[src/rtl/ds_pkg.sv]
// rtl/ds_pkg.sv - DS link control codes, character lengths and tx state type
package ds_pkg;

    // Codes are written in wire order: bit [1] is transmitted first.
    localparam logic [1:0] CODE_FCT  = 2'b00;
    localparam logic [1:0] CODE_EOP1 = 2'b01;
    localparam logic [1:0] CODE_EOP2 = 2'b10;
    localparam logic [1:0] CODE_ESC  = 2'b11;

    localparam int CTRL_LEN = 4;
    localparam int DATA_LEN = 10;

    typedef enum logic {
        ST_OFF  = 1'b0,
        ST_SEND = 1'b1
    } tx_state_t;

    // Character images are shifted out from bit 0.
    function automatic logic [9:0] ctrl_char(input logic p, input logic [1:0] code);
        return {6'b000000, code[0], code[1], 1'b1, p};
    endfunction

    function automatic logic [9:0] data_char(input logic p, input logic [7:0] d);
        return {d, 1'b0, p};
    endfunction

endpackage

[src/rtl/ds_tx_bittick.sv]
// rtl/ds_tx_bittick.sv - one-cycle bit-boundary strobe every G_BIT_DIV cycles
module ds_tx_bittick #(
    parameter int G_BIT_DIV = 1
) (
    input  logic clk,
    input  logic rst_n,
    input  logic run,
    output logic tick
);

    localparam logic [7:0] LAST = 8'(G_BIT_DIV - 1);

    logic [7:0] cnt;

    assign tick = run && (cnt == LAST);

    always_ff @(posedge clk) begin
        if (!rst_n || !run || tick) begin
            cnt <= '0;
        end else begin
            cnt <= cnt + 8'd1;
        end
    end

endmodule

[src/rtl/ds_tx.sv]
// rtl/ds_tx.sv - data-strobe link transmitter with holding register and NULL fill
// Optional flow-control request input enabled by defining DS_TX_FCT_EN.
module ds_tx
    import ds_pkg::*;
#(
    parameter int G_BIT_DIV            = 1,
    parameter int G_LINK_PARITY_IS_ODD = 1
) (
    input  logic       clk,
    input  logic       rst_n,
    input  logic       en,
    input  logic [7:0] tx_data,
    input  logic       tx_eop,
    input  logic       tx_valid,
`ifdef DS_TX_FCT_EN
    input  logic       fct_req,
`endif
    output logic       tx_ready,
    output logic       d_out,
    output logic       s_out
);

    localparam logic ODD = (G_LINK_PARITY_IS_ODD != 0);

    tx_state_t   state;
    tx_state_t   state_nxt;
    logic        tick;
    logic        step;
    logic        boundary;
    logic        go_off;
    logic        load;
    logic [9:0]  sh;
    logic [3:0]  bits_left;
    logic        prev_par;
    logic        null_half;
    logic        hold_full;
    logic [7:0]  hold_data;
    logic        hold_eop;
    logic        fct_pend;
    logic [1:0]  code;
    logic        is_data;
    logic        take_hold;
    logic        start_null;
    logic        flag;
    logic        char_par;
    logic        p_bit;
    logic [9:0]  new_char;
    logic [3:0]  len_m1;
    logic        next_bit;

    ds_tx_bittick #(.G_BIT_DIV(G_BIT_DIV)) u_bittick (
        .clk   (clk),
        .rst_n (rst_n),
        .run   (state == ST_SEND),
        .tick  (tick)
    );

    // Leaving OFF counts as a bit boundary so the first bit appears one cycle after en.
    assign step     = (state == ST_OFF) ? en : tick;
    assign boundary = step && (bits_left == 4'd0);
    assign go_off   = (state == ST_SEND) && boundary && !en && !null_half;
    assign load     = boundary && !go_off;
    assign tx_ready = !hold_full;

    always_comb begin
        code       = CODE_ESC;
        is_data    = 1'b0;
        take_hold  = 1'b0;
        start_null = 1'b0;
        if (null_half) begin
            code = CODE_FCT;
        end else if (fct_pend) begin
            code = CODE_FCT;
        end else if (hold_full) begin
            take_hold = 1'b1;
            if (hold_eop) begin
                code = CODE_EOP1;
            end else begin
                is_data = 1'b1;
            end
        end else begin
            start_null = 1'b1;
        end
    end

    assign flag     = !is_data;
    assign char_par = is_data ? ^hold_data : ^code;
    assign p_bit    = ODD ? !(prev_par ^ flag) : (prev_par ^ flag);
    assign new_char = is_data ? data_char(p_bit, hold_data) : ctrl_char(p_bit, code);
    assign len_m1   = is_data ? 4'(DATA_LEN - 1) : 4'(CTRL_LEN - 1);
    assign next_bit = load ? new_char[0] : sh[0];

    always_comb begin
        state_nxt = state;
        case (state)
            ST_OFF:  if (en)     state_nxt = ST_SEND;
            ST_SEND: if (go_off) state_nxt = ST_OFF;
            default:             state_nxt = ST_OFF;
        endcase
    end

    always_ff @(posedge clk) begin
        if (!rst_n) begin
            state <= ST_OFF;
        end else begin
            state <= state_nxt;
        end
    end

    always_ff @(posedge clk) begin
        if (!rst_n) begin
            d_out     <= 1'b0;
            s_out     <= 1'b0;
            sh        <= '0;
            bits_left <= '0;
            prev_par  <= 1'b0;
            null_half <= 1'b0;
            hold_full <= 1'b0;
            hold_data <= '0;
            hold_eop  <= 1'b0;
        end else begin
            if (tx_valid && !hold_full) begin
                hold_full <= 1'b1;
                hold_data <= tx_data;
                hold_eop  <= tx_eop;
            end
            if (go_off) begin
                d_out <= 1'b0;
                s_out <= 1'b0;
            end else if (step) begin
                // Strobe toggles only when data repeats, so exactly one line changes.
                if (next_bit == d_out) begin
                    s_out <= !s_out;
                end
                d_out <= next_bit;
                if (load) begin
                    sh        <= new_char >> 1;
                    bits_left <= len_m1;
                    prev_par  <= char_par;
                    null_half <= start_null;
                    if (take_hold) begin
                        hold_full <= 1'b0;
                    end
                end else begin
                    sh        <= sh >> 1;
                    bits_left <= bits_left - 4'd1;
                end
            end
        end
    end

`ifdef DS_TX_FCT_EN
    logic [2:0] fct_cnt;
    logic       fct_dec;

    assign fct_pend = (fct_cnt != 3'd0);
    assign fct_dec  = load && !null_half && fct_pend;

    always_ff @(posedge clk) begin
        if (!rst_n) begin
            fct_cnt <= '0;
        end else if (fct_req && !fct_dec) begin
            if (fct_cnt != 3'd7) begin
                fct_cnt <= fct_cnt + 3'd1;
            end
        end else if (!fct_req && fct_dec) begin
            fct_cnt <= fct_cnt - 3'd1;
        end
    end
`else
    assign fct_pend = 1'b0;
`endif

endmodule
[config.mk]
export PLATFORM = sky130hd
export DESIGN_NAME = ds_tx
export DESIGN_NICKNAME = d
export VERILOG_FILES = /design/src/rtl/ds_pkg.sv /design/src/rtl/ds_tx_bittick.sv /design/src/rtl/ds_tx.sv
export SDC_FILE = /design/constraint.sdc
export NUM_CORES = 1
export LEC_CHECK = 0
export BUFFER_PORTS_ARGS = -buffer_cell sky130_fd_sc_hd__buf_2
export CAP_MARGIN = 20
export CORE_AREA = 2 2 57 59
export DETAILED_ROUTE_END_ITERATION = 8
export DIE_AREA = 0 0 59 61
export PLACE_DENSITY = 0.82
export SLEW_MARGIN = 0
export SYNTH_ARGS = -nofsm -noshare
export SYNTH_HDL_FRONTEND = slang
export SYNTH_HIERARCHICAL = 1
export SYNTH_SLANG_ARGS = --single-unit
[constraint.sdc]
create_clock -name clk -period 6.2 [get_ports clk]
set_input_delay 0.93 -clock clk [delete_from_list [all_inputs] [get_ports clk]]
set_output_delay 0.93 -clock clk [all_outputs]
set_load 0.01 [all_outputs]
==> impl_metrics.sql <==
INSERT INTO impl_metrics (metric_group, metric, value, unit) VALUES
('run_status', 'run_status', 'finished clean', ''),
('sta', 'timing.final.hold_violations', '0', ''),
('pwr', 'total_switching_power', '151.6', 'uW'),
('floorplanning', 'start_util', '59.28', '%'),
('clocking', 'postCtsSetupRepairBufs', '0', ''),
('placed_design', 'placedCellCount', '239', ''),
('placed_design', 'port_buffer_count', '15', ''),
('route', 'drt_wl_total', '3.421', 'mm'),
('clocking', 'cts.repair.resized', '0', ''),
('grt', 'gr-total-overflow', '0', ''),
('worst_setup_path', 'setup_crit_start_kind', 'register', ''),
('clocking', 'clkSinkCount', '36', ''),
('logic_synthesis', 'synth.distinct_cells', '44', ''),
('worst_setup_path', 'cp.arrival', '3.25', 'ns'),
('route', 'remaining_drc_errors', '0', ''),
('worst_setup_path', 'cp_cell_sequence', 'or4_4 -> nor4_1 -> mux2_2 -> nand2_1 -> o21ai_1 -> a221oi_1 -> nor3b_1', ''),
('placed_design', 'gp_congestion', '0.8360', ''),
('worst_setup_path', 'critical_path.endpoint_type', 'register', ''),
('worst_setup_path', 'critPathTopFamily', 'simple AND/OR/NAND/NOR gates', ''),
('grt', 'grt_max_degree', '29', ''),
('sta', 'worst_clock_skew', '0.006212', 'ns'),
('min_path', 'hold_class', 'register to register', ''),
('clocking', 'path_clk_slew', '0.11', 'ns'),
('sta', 'unrepaired_setup_endpoints_after_global_routing', 'no', ''),
('pwr', 'internal-power', '351.8', 'uW'),
('placed_design', 'detailedPlacementHpwl', '2.558', 'mm'),
('sta', 'worstMarginPinSlew', '0.7214', 'ns'),
('logic_synthesis', 'syn-mean-instance-area', '8.841', 'um^2'),
('floorplanning', 'pin_count', '16', ''),
('pwr', 'power_frac_seq', '53.0', '%'),
('route', 'postRouteAntennaNets', '0', ''),
('logic_synthesis', 'synth-main-ff-cell', 'dfxtp_1', ''),
('final_layout', 'insertedDiodeCount', '0', ''),
('floorplanning', 'die_width', '59', 'um'),
('pwr', 'clkPwrFrac', '25.7', '%'),
('sta', 'final_period_minus_worst_setup_slack', '3.002', 'ns'),
('logic_synthesis', 'netlist_top_cells_area', 'dfxtp_1 (41%), nand2_1 (6.2%), a21boi_0 (6.0%)', ''),
('worst_setup_path', 'critPathMaxStageDelay', '0.66', 'ns'),
('worst_setup_path', 'crit_path_top_delay_cell', 'o21ai_1', ''),
('grt', 'grt_util_overall', '21.64', '%'),
('sta', 'worst_slew_margin_rel', '51.58', '%'),
('route', 'detailedRoute.firstIterationViolations', '81', ''),
('worst_setup_path', 'reg2reg_setup_slack', '3.20', 'ns'),
('worst_setup_path', 'cp_num_cells', '7', ''),
('clocking', 'cts_tree', 'done', ''),
('logic_synthesis', 'yosysSeqAreaShare', '41.17', '%'),
('pwr', 'ir_worst_vdd', '0.1849', 'mV'),
('clocking', 'cts_root_buf', 'clkbuf_4', ''),
('sta', 'finalSetupViolCount', '0', ''),
('clocking', 'clk_path_buf_depth', '2', ''),
('pwr', 'pwr_density_cell', '266.6', 'nW/um^2'),
('route', 'length_of_the_first_detailed_routing_pass_in_iterations', '4', ''),
('final_layout', 'final.fill_count', '252', ''),
('final_layout', 'post_route_cells_drive_above_1_share', '15.42', '%'),
('route', 'via_count', '1401', ''),
('worst_setup_path', 'cp_num_buf_inv', '0', ''),
('min_path', 'hp-start', 'sh[0]$_SDFFE_PN0P_', ''),
('worst_setup_path', 'crit_fanout', '12', ''),
('floorplanning', 'die-height', '61', 'um'),
('logic_synthesis', 'cell_area_after_synthesis', '1750', 'um^2'),
('final_layout', 'finalNonFillerCells', '247', ''),
('grt', 'first_global_vias', '1281', ''),
('min_path', 'hold-path-endpoint', 'sh[0]$_SDFFE_PN0P_', ''),
('sta', 'tns', '0', 'ns'),
('sta', 'max_freq', '333.1', 'MHz'),
('worst_setup_path', 'r2r-end', 'sh[5]$_SDFFE_PN0P_', ''),
('logic_synthesis', 'synth_fp_nets', '214', ''),
('sta', 'period_share', '48.42', '%'),
('final_layout', 'syn_to_final_growth', '7.863', '%'),
('worst_setup_path', 'worst-endpoint-required', '6.45', 'ns'),
('logic_synthesis', 'ys.warnings.count', '6', '');
## worst min-delay path: stages (launching register included)
cell and delay (ns):
dfxtp_1 0.33, nand2_1 0.05, a21boi_1 0.05
## per-layer routing
metal	up-vias	part of all wire, %	global-route usage (%)
li1	724	-	-
met1	638	45	26.71
met2	32	50	35.56
met3	7	3.7	5.117
met4	0	1.9	10.71
met5	-	0	0
## synth_stat cells (2+ instances only)
master    number
dfxtp_1       36
nand2_1       29
a21boi_0      14
nor2_1        14
o21ai_0       10
inv_1          8
a21oi_1        7
xnor2_1        7
nor3b_1        6
a221oi_1       5
nand3_1        5
mux2i_1        4
nor2b_1        4
nor3_1         4
or3_1          4
xor2_1         4
clkbuf_1       3
ha_1           3
a31oi_1        2
and2_1         2
buf_2          2
nand2b_1       2
o211ai_1       2
## cells by family (layout without fill, tap and decap cells)
logic type,Yosys count,count (layout),synth area share (%)
adders and majority gates,3,3,2.145
and+or+nand+nor,80,80,24.23
buffers and inverters,15,31,4.003
DFF,36,36,41.17
AOI/OAI and AO/OA,47,47,19.16
xor gates and xnor gates,11,11,5.504
muxes,6,6,3.788
## cells in the final DEF (no fill, tap or decap), drive strengths merged, types with 6 or more instances in the layout
cell type  synthesis  routed
buf                4      15
nor2              14      14
o21ai             11      11
a21oi              7       7
clkbuf             3       6
a21boi            15      15
nor3b              7       7
xnor2              7       7
nand2             29      29
inv                8       8
dfxtp             36      36
## per-stage QoR
step | worst slack (ns) | utilization (%) | hold WS (ns) | instance area [um^2]
6_report | 3.198 | 63.94 | 0.4666 | 1888
5_1_grt | 2.949 | 63.94 | 0.5009 | 1888
4_1_cts | 3.216 | 63.94 | 0.4672 | 1888
3_5_place_dp | 3.257 | 61.86 | 0.4512 | 1827
3_3_place_gp | 3.487 | 61.86 | 0.4484 | 1827
2_1_floorplan | 3.963 | - | 0.4302 | 1750
## final cells by class
cell class              count  area, um^2  area share (%)
repair buffers             15       75.07           3.976
flip-flops and latches     36       720.7           38.17
clock inverters             2       10.01          0.5302
inverters                   8       30.03           1.590
clock buffers               6       51.30           2.717
well taps                  33       41.29           2.187
multi-input cells         147       959.7           50.83
## flip-flops by register name, summed over array words and instances, names as in the netlist, 4 cells and up
signal and cells:
sh 9, u_bittick/cnt 8, bits_left 4, hold_data 8
## worst max-delay path by stage
stage                                            from                        end
final                     u_bittick/cnt[2]$_SDFF_PP0_         sh[5]$_SDFFE_PN0P_
after CTS                 u_bittick/cnt[2]$_SDFF_PP0_         sh[5]$_SDFFE_PN0P_
after global placement    u_bittick/cnt[6]$_SDFF_PP0_  bits_left[3]$_SDFFE_PN0P_
after global routing      u_bittick/cnt[6]$_SDFF_PP0_         sh[5]$_SDFFE_PN0P_
after detailed placement  u_bittick/cnt[6]$_SDFF_PP0_         sh[5]$_SDFFE_PN0P_
after floorplan           u_bittick/cnt[6]$_SDFF_PP0_         s_out$_SDFFE_PP0P_
## power by group through the flow
| stage | clock network (uW) | logic (uW) | registers [uW] |
|---|---|---|---|
| 3_5_place_dp | 0 | 107 | 272 |
| 5_1_grt | 146 | 120 | 269 |
| 4_1_cts | 133 | 107 | 266 |
| 3_3_place_gp | 0 | 101 | 271 |
| 6_report | 129 | 107 | 267 |
| 2_1_floorplan | 0 | 87.8 | 267 |
Note: power is estimated with default switching activity, not from simulation.
